`src/rtl/gb_ppu_pkg.sv`:
```
// Shared constants, sprite-queue entry layout and scan state type for the PPU OAM search stage.
package gb_ppu_pkg;
  localparam logic [15:0] OAM_BASE    = 16'hFE00;
  localparam int          OAM_ENTRIES = 40;
  localparam int          MAX_SPRITES = 10;
  localparam int          OAM_BYTES   = 4 * OAM_ENTRIES;

  localparam int FLD_W    = 8;
  localparam int ENT_W    = 48;
  localparam int OFS_Y    = 40;
  localparam int OFS_X    = 32;
  localparam int OFS_TILE = 24;
  localparam int OFS_ATTR = 16;
  localparam int OFS_IDX  = 8;
  localparam int OFS_VLD  = 0;

  // OAM Y is stored with a +16 bias relative to the screen line
  localparam logic [8:0] LINE_OFS = 9'd16;
  localparam logic [8:0] H_SHORT  = 9'd8;
  localparam logic [8:0] H_TALL   = 9'd16;

  typedef enum logic [1:0] {S_IDLE, S_SCAN, S_DONE} scan_state_e;

  function automatic logic [ENT_W-1:0] pack_entry(input logic [7:0] y, input logic [7:0] x,
                                                  input logic [7:0] tile, input logic [7:0] attr,
                                                  input logic [7:0] idx);
    logic [ENT_W-1:0] e;
    e = '0;
    e[OFS_Y    +: FLD_W] = y;
    e[OFS_X    +: FLD_W] = x;
    e[OFS_TILE +: FLD_W] = tile;
    e[OFS_ATTR +: FLD_W] = attr;
    e[OFS_IDX  +: FLD_W] = idx;
    e[OFS_VLD  +: FLD_W] = 8'h01;
    return e;
  endfunction
endpackage

```
`src/rtl/oam_line_compare.sv`:
```
// Combinational test of whether a sprite's vertical extent covers the current line.
module oam_line_compare
  import gb_ppu_pkg::*;
(
  input  logic [7:0] y_i,
  input  logic [7:0] ly_i,
  input  logic       obj_size_i,
  output logic       hit_o
);
  logic [8:0] line9;
  logic [8:0] top9;
  logic [8:0] bot9;

  // 9-bit math so Y near 255 plus height cannot wrap
  assign line9 = {1'b0, ly_i} + LINE_OFS;
  assign top9  = {1'b0, y_i};
  assign bot9  = top9 + (obj_size_i ? H_TALL : H_SHORT);
  assign hit_o = (line9 >= top9) && (line9 < bot9);
endmodule

```
`src/rtl/oam_scan_fsm.sv`:
```
// Mode-2 OAM search: streams all OAM entries and builds the per-line sprite queue for mode 3.
//
// state  | meaning
// S_IDLE | waiting for start, oam_a parked at OAM_BASE
// S_SCAN | issuing one OAM byte address per cycle, evaluating each entry on its attr byte
// S_DONE | one-cycle done pulse, queue valid
module oam_scan_fsm
  import gb_ppu_pkg::*;
(
  input  logic                              clk,
  input  logic                              rst,
  input  logic                              start,
  output logic                              done_out,
  output logic                              busy,
  input  logic [7:0]                        oam_dout,
  output logic [15:0]                       oam_a,
  output logic [7:0]                        oam_din,
  output logic                              oam_wr,
  input  logic [7:0]                        LCDC,
  input  logic [7:0]                        LY,
  output logic [MAX_SPRITES-1:0][ENT_W-1:0] sprite_queue,
  output logic [3:0]                        sprite_count
);
  localparam logic [15:0] OAM_LAST = OAM_BASE + 16'(OAM_BYTES - 1);

  scan_state_e                      state_q;
  logic [7:0]                       cnt_q;
  logic [7:0]                       ly_q;
  logic                             size_q;
  logic [7:0]                       y_q;
  logic [7:0]                       x_q;
  logic [7:0]                       tile_q;
  logic [MAX_SPRITES-1:0][ENT_W-1:0] queue_q;
  logic [3:0]                       count_q;
  logic [15:0]                      oam_a_q;
  logic                             done_q;
  logic                             busy_q;

  logic [7:0] byte_idx;
  logic [5:0] ent_idx;
  logic       hit;
  logic       unused_lcdc;

  // cnt_q is one ahead of the byte on oam_dout because of the read latency
  assign byte_idx    = cnt_q - 8'd1;
  assign ent_idx     = byte_idx[7:2];
  assign unused_lcdc = ^{LCDC[7:3], LCDC[0]};

  oam_line_compare u_cmp (
    .y_i        (y_q),
    .ly_i       (ly_q),
    .obj_size_i (size_q),
    .hit_o      (hit)
  );

  always_ff @(posedge clk or posedge rst) begin
    if (rst) begin
      state_q <= S_IDLE;
      cnt_q   <= '0;
      ly_q    <= '0;
      size_q  <= 1'b0;
      y_q     <= '0;
      x_q     <= '0;
      tile_q  <= '0;
      queue_q <= '0;
      count_q <= '0;
      oam_a_q <= OAM_BASE;
      done_q  <= 1'b0;
      busy_q  <= 1'b0;
    end else begin
      done_q <= 1'b0;
      if (start) begin
        ly_q    <= LY;
        size_q  <= LCDC[2];
        queue_q <= '0;
        count_q <= '0;
        cnt_q   <= '0;
        oam_a_q <= OAM_BASE;
        if (!LCDC[1]) begin
          state_q <= S_DONE;
          done_q  <= 1'b1;
          busy_q  <= 1'b0;
        end else begin
          state_q <= S_SCAN;
          busy_q  <= 1'b1;
        end
      end else begin
        case (state_q)
          S_IDLE: ;
          S_SCAN: begin
            cnt_q <= cnt_q + 8'd1;
            if (oam_a_q != OAM_LAST) oam_a_q <= oam_a_q + 16'd1;
            if (cnt_q != 8'd0) begin
              case (byte_idx[1:0])
                2'd0: y_q    <= oam_dout;
                2'd1: x_q    <= oam_dout;
                2'd2: tile_q <= oam_dout;
                2'd3: begin
                  if (hit) begin
                    queue_q[count_q] <= pack_entry(y_q, x_q, tile_q, oam_dout, {2'b00, ent_idx});
                    count_q          <= count_q + 4'd1;
                  end
                  if ((hit && (count_q == 4'(MAX_SPRITES - 1))) ||
                      (ent_idx == 6'(OAM_ENTRIES - 1))) begin
                    state_q <= S_DONE;
                    done_q  <= 1'b1;
                    busy_q  <= 1'b0;
                    oam_a_q <= OAM_BASE;
                  end
                end
                default: ;
              endcase
            end
          end
          S_DONE:  state_q <= S_IDLE;
          default: state_q <= S_IDLE;
        endcase
      end
    end
  end

  assign done_out     = done_q;
  assign busy         = busy_q;
  assign oam_a        = oam_a_q;
  assign oam_din      = 8'h00;
  assign oam_wr       = 1'b0;
  assign sprite_queue = queue_q;
  assign sprite_count = count_q;
endmodule

```
`config.mk`:
```
export PLATFORM = sky130hd
export DESIGN_NAME = oam_scan_fsm
export DESIGN_NICKNAME = d
export VERILOG_FILES = /design/src/rtl/gb_ppu_pkg.sv /design/src/rtl/oam_line_compare.sv /design/src/rtl/oam_scan_fsm.sv
export SDC_FILE = /design/constraint.sdc
export NUM_CORES = 1
export LEC_CHECK = 0
export BUFFER_PORTS_ARGS = -buffer_cell sky130_fd_sc_hd__buf_2
export CAP_MARGIN = 20
export CORE_AREA = 2 2 210 212
export DETAILED_ROUTE_END_ITERATION = 10
export DIE_AREA = 0 0 212 214
export GPL_ROUTABILITY_DRIVEN = 0
export PLACE_DENSITY = 0.69
export RECOVER_POWER = 50
export SYNTH_ARGS = -nofsm -noshare
export SYNTH_HDL_FRONTEND = slang
export SYNTH_SLANG_ARGS = --single-unit
export TNS_END_PERCENT = 5
```
`constraint.sdc`:
```
create_clock -name clk -period 33.3 [get_ports clk]
set_clock_uncertainty 0.05 [all_clocks]
set_input_delay 0 -clock clk [delete_from_list [all_inputs] [get_ports clk]]
set_output_delay 0 -clock clk [all_outputs]
set_load 0.03 [all_outputs]
```
## Word-level counts from Yosys, hierarchy flattened

Cells that the tools add are included.

| word-level totals | value |
|---|---|
| register bits after elaboration | 545 |
| input port bits | 27 |
| word-level logic and storage cells | 101 |

| operators by class | value |
|---|---|
| bitwise operators | 1 |
| equality and inequality tests | 11 |
| mux-type cells | 40 |
| $lt $le $gt $ge | 4 |
| reduce and logical (&&, ||, !) cells | 18 |
| add/subtract/negate cells | 6 |

Operator list:

| operator | number |
|---|---|
| $mux W480 | 5 |
| $bwmux W480 | 1 |
| $demux W48 S4 | 1 |
| $mux W16 | 6 |
| $mux W48 | 1 |
| $reduce_and A4 Y1 | 6 |
| $mux W4 | 5 |
| $add A16 B1 Y16 const B | 1 |
| $mux W8 | 2 |
| $ne A16 B16 Y1 const B | 1 |
| $mux W1 | 12 |
| $mux W2 | 5 |
| $reduce_bool A2 Y1 | 5 |
| $add A8 B5 Y9 const B | 1 |
| $add A8 B9 Y9 | 1 |
| $ge A9 B8 Y1 | 1 |
| $lt A9 B9 Y1 | 1 |
| $ne A3 B3 Y1 const B | 3 |
| $add A8 B1 Y8 const B | 1 |
| $reduce_bool A8 Y1 | 1 |
| $sub A8 B1 Y8 const B | 1 |
| $eq A6 B6 Y1 const B | 1 |
| $lt A4 B5 Y1 const B | 1 |
| $mux W5 | 1 |
| 11 further kinds | 16 |

## Logic depth before layout (Yosys ltp)

Gate-level depths: netlist of the first run.

| logic depth | value |
|---|---|
| depth after elaboration | 11 |
| mapped depth | 16 |
| mapped depth without buffers | 14 |

## Modules after synthesis

Synthesis of the first run repeated with hierarchy kept, for this count alone.

| unflattened totals | value |
|---|---|
| cells, all modules | 1432 |
| area total of the unflattened synthesis | 18516.5 µm² |

By module, submodules not included:

| module | seq. area each (µm²) | area an instance (µm²) | times used | cells each |
|---|---|---|---|---|
| oam_scan_fsm | 11394.7 | 17994.8 | 1 | 1368 |
| oam_line_compare | 0.0 | 521.8 | 1 | 64 |

## Worst setup path after synthesis of the first run

Ideal clock, no wire load.

| timing | value |
|---|---|
| path kind | reg-to-reg |
| from | reg size_q |
| to | reg queue_q (netlist bit sprite_queue[456]) |
| stages on the path, launching flop included | 16 |
| setup slack | 29.895 ns |
| data arrival time | 3.289 ns |
| path buffers | 2 |
| path through | dfrtp_1 -> inv_1 -> ha_1 -> inv_1 -> fa_1 -> nor3_1 -> xnor2_1 -> ha_1 -> a21oi_2 -> a21boi_1 -> or2_1 -> buf_2 -> or4_4 -> nor2_4 -> buf_2 -> a22o_1 |

| between the ends | value |
|---|---|
| longest elaborated chain between the ends | 6 |

Ends and longest elaborated chain:

| what | line | source |
|---|---|---|
| start, declared | oam_scan_fsm.sv:29 | `logic size_q;` |
| start signal, assigned | oam_scan_fsm.sv:74 | `size_q <= LCDC[2];` |
| $mux W5 | oam_line_compare.sv:17 | `assign bot9 = top9 + (obj_size_i ? H_TALL : H_SHORT);` |
| $add A8 B9 Y9 | oam_line_compare.sv:17 |  |
| $lt A9 B9 Y1 | oam_line_compare.sv:18 | `assign hit_o = (line9 >= top9) && (line9 < bot9);` |
| $logic_and A1 B1 Y1 | oam_line_compare.sv:18 |  |
| $reduce_bool A2 Y1 (no line) | -- |  |
| $reduce_and A4 Y1 (no line) | -- |  |
| end signal, assigned by index | oam_scan_fsm.sv:100 | `queue_q[count_q] <= pack_entry(y_q, x_q, tile_q, oam_dout, {2'b00, ent_idx});` |
| end, declared | oam_scan_fsm.sv:33 | `logic [MAX_SPRITES-1:0][ENT_W-1:0] queue_q;` |

Every way passes these cells.
A chain may end at the register's enable or synchronous reset.

==> impl_results.md, run 1 <==
* Final setup fails at 0
* Largest net degree at the start of global routing at 102
* IO Count at 538
* Commonest non-fill, non-tap cell in the layout: dfrtp_1
* Number of global-route vias before repair at 13,800
* Worst setup path class: input port to async pin
* R2R depth at 13
* Num Clock Sinks at 455
* Asr flop ratio synth at 100%
* Worst EP arrival at 6.08 ns
* Pwr dens at 56.3 nW/um2
* Synthesized area at 19,000 um2
* Busiest layer in global routing: met2
* Met2 usage at 40.3%
* GR Util met3 at 5.28%
* Fin util at 52.4%
* RSZ-0062 raised after global routing: false
* Core area at 42,900 um2
* Setup tns final at 0 ns
* Post-synth top flop: dfrtp_1
* CP Max Fanout at 101
* Horiz. Die Dim at 212 um
* Num CTS Buffers at 47
* Wirelength, routed at 60,600 um
* Antenna violations before repair at 3
* Clk slew on worst S/H paths at 0.06 ns
* Endpoints failing hold at 0
* DRC at 0
* WL per Instance at 23.9 um
* # H-tree levels at 2
* First-pass iteration count of the detailed router at 6
* Sequential share of the synthesized area at 60.1%
* Max-cap violations at 6
* Slew HR at -189%
* Syn_area_per_cell at 12.6 um2
* Worst hold stages at 3
* First-pass GRT wire length at 88,900 um
* Layout cell share with drive strength beyond 1 at 9.89%
* Cells after Synth at 1,510
* CP Launch Type: input port
* Leak at 10.9 nW
* Tot Pwr at 0.00127 W
* Hold Path Class: input port to flop
* Die height at 214 um
* Port Buffers at 432
* ANT nets after route at 0
* Outcome: finished, violations left
* Rows at 76
* Worst VDD drop at 0.0444 mV
* Worst skew pair latency at 0.58 ns
* Final Cycle Share at 19.2%
* Crit. End Element: async pin
* Synth cell types at 71
* Final HPWL DP at 39,400 um
* GRT Residual Overflow at 0
* Via density at 5.57
* NumNets Final at 1,968
* Violation count after the first detailed-route iteration at 1,426
* Die area at 45,400 um2
* Longest Clk Path Bufs at 3
* CTS root buffer: clkbuf_16
* Final Critical Period at 6.38 ns
* GRT Total Usage at 26.1%
* Met1 Use GR at 36.2%
* Synth warn at 0
* Most frequent cells in the layout: 448 x dfrtp_1, 431 x clkbuf_1, 229 x a22o_1
* Failing checks: capacitance limit, slew limit
* Worst path required time at 33.00 ns
* Slew Limit Fails at 441
* Via count at 14,100
* Fmax achieved at 0.157 GHz
* Post-synth EDFFs at 0
* Yosys reg bits at 455
* Slew @ Worst Pin at 4.31 ns
* Hold slack at 0.140 ns
* Area delta synth->final at 18.6%
* Initial Util at 44.2%
* # diodes at 0
* CTS tree: done
## final timing paths
kind	from	endpoint	slack (ns)
worst max register to register	y_q[4]	sprite_queue[403]	28.05
max in group clk	start	tile_q[5]	27.29
worst min register to register	sprite_queue[346]	sprite_queue[346]	0.43
worst min-delay path	LY[1]	ly_q[1]	0.14
min in group asynchronous	rst	sprite_queue[85]	1.21
worst max-delay path	rst	sprite_queue[404]	26.92
## cells in the mapped netlist (3+ instances only)
library cell / n / area (um2)
a22o_1: 229 / 2010
buf_6: 21 / 236
a21oi_1: 14 / 70.1
a32o_1: 4 / 40.0
o21ai_1: 22 / 110
o21ai_0: 37 / 185
nand2_1: 86 / 323
xnor2_1: 10 / 87.6
ha_1: 27 / 338
o31ai_1: 8 / 60.1
a31oi_1: 8 / 50.1
inv_1: 21 / 78.8
nor3_1: 10 / 50.1
nor2_1: 91 / 342
mux2_2: 31 / 349
mux2i_1: 66 / 661
nor2_4: 4 / 45.0
buf_1: 4 / 15.0
buf_2: 27 / 135
a21o_1: 10 / 75.1
buf_4: 117 / 878
nand4_1: 11 / 68.8
dfstp_2: 7 / 184
clkbuf_1: 55 / 206
xor2_1: 17 / 149
or2_2: 4 / 25.0
nand3_1: 25 / 125
and3_1: 8 / 50.1
o2bb2ai_1: 27 / 236
or3_1: 3 / 18.8
dfrtp_1: 448 / 11200
## stage by stage
step           setup slack (ns)  area (um2)  std cells
6_report                  26.92       22500       2536
5_1_grt                   25.51       22500       2536
4_1_cts                   28.17       23000       2535
3_5_place_dp              28.68       21100       2427
3_3_place_gp              28.49       21100       2426
2_1_floorplan             20.58       19300       1608
## worst max-delay path, stage by stage
cell           delay, ns
dlygate4sd3_1       0.53
clkbuf_1            0.11
clkinvlp_2          2.41
clkbuf_1            2.93
## cell families after synthesis
logic type / Yosys count / synth area share, %
buf+inv: 246 / 8.19
other cells: 1 / 0.0198
compound gates: 381 / 16.0
mux: 97 / 5.32
xor+xnor: 27 / 1.25
fa+ha+maj: 28 / 1.89
flops: 455 / 60.1
simple gates: 275 / 7.28
## layer usage
metal  routed length (um)  vias up
met1                25300     7217
met3                 4910      151
met4                 2360        0
met2                28100      730
met5                    0        -
li1                     -     6031
## layout make-up
class | count | area (um2)
Clock buffer | 70 | 1390
Clock inverter | 17 | 302
Fill cell | 3877 | 20400
Inverter | 22 | 83.8
Multi-Input combinational cell | 907 | 6520
Sequential cell | 455 | 11400
Tap cell | 585 | 732
Timing Repair Buffer | 480 | 2070
## flip-flops by register name, summed over array words and instances, names as in the netlist
name,count
x_q,8
state_q,2
y_q,8
sprite_queue,390
ly_q,8
oam_a,16
done_out,1
cnt_q,8
busy,1
tile_q,8
size_q,1
sprite_count,4
## what timing repair did
item / 4_1_cts / 5_1_grt
resized for setup: 0 / 0
endpoints found under the hold margin: 244 / 0
setup buffers: 0 / 0
hold buffers: 21 / 0
## where the power goes
group	internal (W)	switching [W]
clock network	0.000350	0.000224
logic	0.0000269	0.0000855
registers	0.000559	0.0000206
total	0.000936	0.000330
Note: power is estimated with default switching activity, not from simulation.
==> run 2, diff against run 1 <==
--- a/config.mk
+++ b/config.mk
@@ -5,13 +5,14 @@
 export SDC_FILE = /design/constraint.sdc
 export NUM_CORES = 1
 export LEC_CHECK = 0
+export ABC_AREA = 1
 export BUFFER_PORTS_ARGS = -buffer_cell sky130_fd_sc_hd__buf_2
 export CAP_MARGIN = 20
-export CORE_AREA = 2 2 210 212
+export CORE_AREA = 2 2 213 215
 export DETAILED_ROUTE_END_ITERATION = 10
-export DIE_AREA = 0 0 212 214
+export DIE_AREA = 0 0 215 217
 export GPL_ROUTABILITY_DRIVEN = 0
-export PLACE_DENSITY = 0.69
+export PLACE_DENSITY = 0.72
 export RECOVER_POWER = 50
 export SYNTH_ARGS = -nofsm -noshare
 export SYNTH_HDL_FRONTEND = slang
==> constraint.sdc (replaced) <==
create_clock -name clk -period 6.68 [get_ports clk]
set_clock_uncertainty 0.05 [all_clocks]
set_input_delay 0 -clock clk [delete_from_list [all_inputs] [get_ports clk]]
set_output_delay 0 -clock clk [all_outputs]
set_load 0.03 [all_outputs]
==> run 2 against run 1 <==
Compared with the run above:
- the flow still finishes with violations (capacitance limit, slew limit)
- hold slack improved by 0.097 ns
- final cell count rose by 32%
- sequential power grew to 5.0 times the previous value
- sequential share of layout area down 3.2 points
- register-to-register slack got worse by 26 ns
- critical path depth grew 1
- clock power grew to 4.6 times the previous value
- flip-flop and latch count unchanged
- largest cell class unchanged
==> impl_results.md, run 2 <==
* Outcome: finished, violations left
* Failing checks: capacitance limit, slew limit
* DRC at 0 (unchanged)
* R2R Path Start: y_q[4]
* Post-synth top flop: dfrtp_1
* Final HPWL DP at 44,600 um (+13%)
* Via count at 18,800 (+33%)
* Setup tns final at 0 ns (unchanged)
* Final setup fails at 0 (unchanged)
* Cell Chain, Critical Path: dlygate4sd3_1, buf_2, clkinvlp_2, clkbuf_1, clkbuf_4
* Share of the synthesized area in the top cell type at 54.2% (-5.0 points)
* Number of global-route vias before repair at 17,500 (+27%)
* Cells after Synth at 2,383 (+58%)
* First-pass iteration count of the detailed router at 10 (+4)
* WL per Instance at 22.5 um (-5.7%)
* Slew Limit Fails at 236 (-46%)
* WP buf/inv at 5 (+1)
* Final Critical Period at 5.09 ns
* Num Clock Sinks at 455 (unchanged)
* Yosys reg bits at 455 (unchanged)
* NumNets Final at 2,780 (+41%)
* Most frequent cells in the layout: 878 x nand2_1, 448 x dfrtp_1, 426 x clkbuf_1
* Endpoints failing hold at 0 (unchanged)
* Synthesized area at 20,700 um2 (+9.2%)
* Crit-path slowest cell: clkbuf_4
* Xor and xnor area share after synthesis at 0.423% (-0.82 points)
* Net Sw Frac at 28.1% (+2.1 points)
* Synth warn at 0 (unchanged)
* Crit. End Element: async pin
* Initial Util at 46.3% (+2.1 points)
* Horiz. Die Dim at 215 um (+1.4%)
* Area leader, netlist: dfrtp_1
* IO Count at 538 (unchanged)
* NetSw at 0.00173 W (+420%)
* Worst setup path class: input port to async pin
* Antenna violations before repair at 1 (-2)
* Final instance area at 24,000 um2 (+6.8%)
* CP Launch Type: input port
* Largest family of logic cells by synthesized area: simple AND/OR/NAND/NOR gates
* Area contributors post-synth: dfrtp_1 54%, nand2_1 16%, nand4_1 7.0%, nand3_1 5.4%, buf_4 4.2%
* Core area at 44,700 um2 (+4.2%)
* Worst VDD drop at 0.199 mV (+350%)
* Die area at 46,700 um2 (+2.8%)
* Port Buffers at 432 (unchanged)
* Leak at 12.6 nW (+15%)
* Levels on crit path at 5 (+1)
* Sequential share of the synthesized area at 55.0% (-5.0 points)
* Simple-gate area share of the yosys netlist at 30.8% (+24 points)
* # diodes at 0 (unchanged)
* Longest Clk Path Bufs at 3 (unchanged)
* GRT Total Usage at 31.6% (+5.5 points)
* R2R depth at 15 (+2)
* Commonest non-fill, non-tap cell in the layout: nand2_1
* Area delta synth->final at 16.0%
* Fmax achieved at 0.196 GHz
* Most common cell in the netlist: nand2_1
* First-pass GRT wire length at 111,000 um (+25%)
* Setup Fix Bufs, Post-CTS at 0 (unchanged)
* CP Max Fanout at 164 (+62%)
* Asr flop ratio synth at 100% (unchanged)
* Via density at 5.60 (+0.47%)
* Logic pwr share at 10.0% (+1.1 points)
* # H-tree levels at 2 (unchanged)
* Synth cell types at 41 (-42%)
* Flop2flop setup slack at 1.72 ns (-26.33 ns)
* Clock power share at 43.0% (-2.3 points)
* Hold Path Class: input port to async pin
* Rows at 78 (+2.6%)
* Pwr dens at 255 nW/um2 (+350%)
* Int Power at 0.00440 W (+370%)
* Slew HR at -52.6% (+140 points)
* Violation count after the first detailed-route iteration at 2,205 (+55%)
* ANT nets after route at 0 (unchanged)
* Syn_area_per_cell at 8.69 um2 (-31%)
* Worst path required time at 6.85 ns (-26.15 ns)
* Post-CTS sizing at 0 (unchanged)
* Worst EP arrival at 5.27 ns (-0.81 ns)
* Layout cell share with drive strength beyond 1 at 6.42% (-3.5 points)
* RSZ-0062 raised after global routing: false
* Worst skew pair latency at 0.59 ns (about the same)
* Cell Area, Placed at 22,600 um2 (+7.2%)
* Num CTS Buffers at 48 (+2.1%)
* Reg power frac at 46.9% (+1.1 points)
* Placed insts at 3,238 (+33%)
* FF-to-FF End: sprite_queue[34]
* Post-synth EDFFs at 0 (unchanged)
* Post-synthesis mux area share at 0% (-5.3 points)
* GRT Residual Overflow at 0 (unchanged)
* Clk slew on worst S/H paths at 0.06 ns (about the same)
* Wirelength, routed at 75,700 um (+25%)
* Final Cycle Share at 76.3%
* Number of flip-flops in the largest register at 390 (unchanged)
* Commonest cells in the netlist: 878 x nand2_1, 448 x dfrtp_1, 233 x nand4_1
* Hold slack at 0.237 ns (+0.0973 ns)
* Synth Area in Adders at 1.73% (-0.16 points)
* Largest net degree at the start of global routing at 173 (+70%)
* Area fraction in compound gates after synthesis at 2.25% (-14 points)
* Fin cells at 3,359 (+32%)
* Max-cap violations at 3 (-3)
* Slew @ Worst Pin at 2.29 ns (-2.02 ns)
* Delay-heaviest family, CP: buffers and inverters
* CTS tree: done
* Critical path's largest stage delay at 1.90 ns (-1.03 ns)
* CTS root buffer: clkbuf_16
* Die height at 217 um (+1.4%)
==> run 2: changes by cell type after synthesis, sizes merged, moves of 56 or more <==
cell    before  now
mux2i       66    0
nand4       13  234
nand3       26  227
a22o       229    0
nand2       86  890
clkbuf      55  111
==> run 2: routing by layer <==
layer | track usage, % | vias to the layer above | part of all wire (%)
li1 | - | 8288 | -
met1 | 41.4 | 9185 | 39
met2 | 48.7 | 1103 | 45
met3 | 8.60 | 226 | 11
met4 | 15.6 | 0 | 5.2
met5 | 0 | - | 0
==> run 2: cell type report <==
class	instances	area (um2)
Fill cell	4301	20700
Multi-Input combinational cell	1652	7770
Clock inverter	15	145
Timing Repair Buffer	495	2280
Clock buffer	69	1380
Sequential cell	455	11400
Inverter	73	288
Tap cell	600	751
==> run 2: logic make-up after synthesis <==
logic type	count (synthesis)
other	1
buffers and inverters	374
adder cells (fa/ha/maj)	28
flip-flops	455
XOR/XNOR	10
AO/OA/AOI/OAI	86
AND/OR/NAND/NOR	1429
==> run 2: repair_timing <==
item,4_1_cts,5_1_grt
hold endpoints to repair,140,0
hold buffers,33,0
setup endpoints to repair,0,0
==> run 2: power groups by stage <==
stage	Combinational, W	Clock (W)	Sequential [W]
after floorplan	0.000466	0	0.00286
after global placement	0.000569	0	0.00293
after detailed placement	0.000580	0	0.00293
after CTS	0.000598	0.00268	0.00288
after global routing	0.000659	0.00278	0.00287
final	0.000615	0.00264	0.00288
==> run 2: stage by stage <==
step                power, W  util, %  setup slack, ns
floorplan            0.00332        -            0.481
global placement     0.00350     50.6             1.97
detailed placement   0.00351     50.6             1.78
CTS                  0.00615     54.7             1.77
global route         0.00632     53.7            0.753
finish               0.00613     53.7             1.59
==> run 2: worst min-delay path, stage by stage <==
cell	delay [ns]
dlygate4sd3_1	0.54
buf_2	0.13
clkinvlp_2	0.78
==> run 2: how the worst max path moves through the flow <==
stage / from / endpoint
global route: rst / sprite_queue[310]
global placement: y_q[4] / sprite_queue[124]
CTS: y_q[4] / sprite_queue[183]
floorplan: rst / busy
finish: rst / sprite_queue[310]
detailed placement: y_q[4] / sprite_queue[183]
==> run 3, diff against run 2 <==
--- a/config.mk
+++ b/config.mk
@@ -12,7 +12,7 @@
 export DETAILED_ROUTE_END_ITERATION = 10
 export DIE_AREA = 0 0 215 217
 export GPL_ROUTABILITY_DRIVEN = 0
-export PLACE_DENSITY = 0.72
+export PLACE_DENSITY = 0.75
 export RECOVER_POWER = 50
 export SYNTH_ARGS = -nofsm -noshare
 export SYNTH_HDL_FRONTEND = slang
==> constraint.sdc (replaced) <==
create_clock -name clk -period 4.22 [get_ports clk]
set_clock_uncertainty 0.05 [all_clocks]
set_input_delay 0 -clock clk [delete_from_list [all_inputs] [get_ports clk]]
set_output_delay 0 -clock clk [all_outputs]
set_load 0.03 [all_outputs]
==> run 3 against run 2 <==
Compared with the run above:
- the flow still finishes with violations (capacitance limit, slew limit)
- first-iteration DRC count is 4.3% higher
- setup slack got worse by 1.2 ns
- register-to-register slack worse by 1.4 ns
- clock-buffer cell count unchanged
- routed wire length is 0.15% lower
- final cell count increased by 0.77%
- largest cell class unchanged
==> impl_results.md, run 3 (synthesis gave the netlist of run 2 again) <==
* Number of global-route vias before repair at 17,800 (+1.9%)
* Longest Clk Path Bufs at 3 (unchanged)
* Layout cell share with drive strength beyond 1 at 7.50% (+1.1 points)
* Violation count after the first detailed-route iteration at 2,299 (+4.3%)
* Number of flip-flops in the largest register at 390 (unchanged)
* Final Cycle Share at 91.6%
* Slew @ Worst Pin at 2.30 ns (+0.0138 ns)
* Worst skew pair latency at 0.58 ns (about the same)
* Initial Util at 46.3% (unchanged)
* Setup tns final at 0 ns (unchanged)
* Cell Area, Placed at 22,900 um2 (+1.5%)
* Worst setup path class: flop to flop
* Register area at 11,400 um2 (unchanged)
* Die area at 46,700 um2 (unchanged)
* Commonest non-fill, non-tap cell in the layout: nand2_1
* ANT nets after route at 0 (unchanged)
* CTS root buffer: clkbuf_16
* # diodes at 0 (unchanged)
* Largest net degree at the start of global routing at 239 (+38%)
* First-pass iteration count of the detailed router at 6 (-4)
* Rows at 78 (unchanged)
* Area delta synth->final at 17.6%
* Die height at 217 um (unchanged)
* Worst path required time at 4.64 ns (-2.21 ns)
* # H-tree levels at 2 (unchanged)
* Slew HR at -53.5% (-0.92 points)
* Max-cap violations at 3 (unchanged)
* Wirelength, routed at 75,600 um (-0.15%)
* CP Launch Type: flop
* Num CTS Buffers at 48 (unchanged)
* Clk slew on worst S/H paths at 0.06 ns (about the same)
* Via count at 19,000 (+0.85%)
* Most frequent cells in the layout: 877 x nand2_1, 448 x dfrtp_1, 426 x clkbuf_1
* Multi-input logic area at 7780 um2 (about the same)
* GRT Total Usage at 31.5% (about the same)
* Fmax achieved at 0.259 GHz
* Via density at 5.60 (about the same)
* First-pass GRT wire length at 110,000 um (-0.41%)
* WL per Instance at 22.3 um (-0.92%)
* Failing checks: capacitance limit, slew limit
* Hold Path Class: input port to flop
* Final Critical Period at 3.87 ns
* Worst EP arrival at 4.28 ns (-0.99 ns)
* Worst VDD drop at 0.319 mV (+61%)
* Final HPWL DP at 46,500 um (+4.3%)
* NumNets Final at 2,803 (+0.83%)
* Pwr dens at 411 nW/um2 (+61%)
* Antenna violations before repair at 0 (-1)
* Final setup fails at 0 (unchanged)
* Crit. End Element: flop
* CTS tree: done
* Port Buffers at 432 (unchanged)
* CP Max Fanout at 39 (-76%)
* Final instance area at 24,300 um2 (+1.4%)
* RSZ-0062 raised after global routing: false
* Pre-CTS worst setup slack at 0.317 ns (-1.46 ns)
* Num Clock Sinks at 455 (unchanged)
* Leak at 12.8 nW (+1.5%)
* DRC at 0 (unchanged)
* Slew Limit Fails at 169 (-28%)
* Post-route worst setup slack at 0.353 ns (-1.23 ns)
* GRT Residual Overflow at 0 (unchanged)
* Filler instances at 4,198 (-2.4%)
* Horiz. Die Dim at 215 um (unchanged)
* Endpoints failing hold at 0 (unchanged)
* IO Count at 538 (unchanged)
* Core area at 44,700 um2 (unchanged)
* Outcome: finished, violations left
==> run 3: layout make-up <==
cell class	instances	area share [%]
Clock buffer	69	5.88
Sequential cell	455	46.8
Timing Repair Buffer	518	10.2
Tap cell	600	3.08
Multi-Input combinational cell	1652	32.0
Inverter	73	1.18
Clock inverter	18	0.869
==> run 3: path summary, 6_finish.rpt <==
path | slack (ns) | startpoint | end | cells past startpoint
min in group asynchronous | 0.64 | rst | sprite_queue[156] | 4
min reg2reg | 0.42 | sprite_queue[234] | sprite_queue[234] | 2
min | 0.17 | LCDC[1] | done_out | 3
max in group asynchronous | 0.65 | rst | tile_q[7] | 6
max reg2reg | 0.35 | size_q | sprite_queue[119] | 18
max | 0.35 | size_q | sprite_queue[119] | 18
==> run 3: metal layers <==
layer	vias up	track usage (%)	wire, um
met5	-	0	0
met4	0	19.2	4910
met3	246	8.40	8010
met2	1131	47.9	33600
met1	9237	40.6	29100
li1	8347	-	-
==> run 3: where the power goes <==
group          internal (W)  switching, W
Combinational      0.000215      0.000877
Sequential          0.00440     0.0000906
Clock               0.00261       0.00182
==> run 3: worst max-delay path, stage by stage, from the launching register on <==
cell and delay, ns:
dfrtp_1 0.39, inv_1 0.12, ha_1 0.18, inv_1 0.05, fa_1 0.43, nor3_2 0.26, xor2_1 0.20, ha_1 0.26
nand2_1 0.11, inv_2 0.04, a21oi_1 0.12, nand2_1 0.08, a21oi_2 0.22, nand3_2 0.21, nand2_2 0.20, buf_4 0.24
o21ai_4 0.31, nand2_1 0.19, nand2_1 0.07
==> run 3: metrics by stage <==
| stage | hold WS, ns | util, % | power (W) | std cells |
|---|---|---|---|---|
| floorplan | 0.0464 | - | 0.00526 | 2481 |
| global placement | 0.163 | 51.2 | 0.00558 | 3265 |
| detailed placement | 0.00471 | 51.3 | 0.00562 | 3267 |
| CTS | 0.108 | 55.7 | 0.0100 | 3383 |
| global route | 0.150 | 54.5 | 0.0103 | 3385 |
| finish | 0.175 | 54.5 | 0.0100 | 3385 |
==> run 3: timing repair <==
| action | 4_1_cts | 5_1_grt |
|---|---|---|
| hold endpoints to repair | 382 | 0 |
| gates resized for setup | 0 | 1 |
| setup endpoints to repair | 0 | 36 |
| buffers inserted | 0 | 0 |
| hold buffers | 29 | 0 |
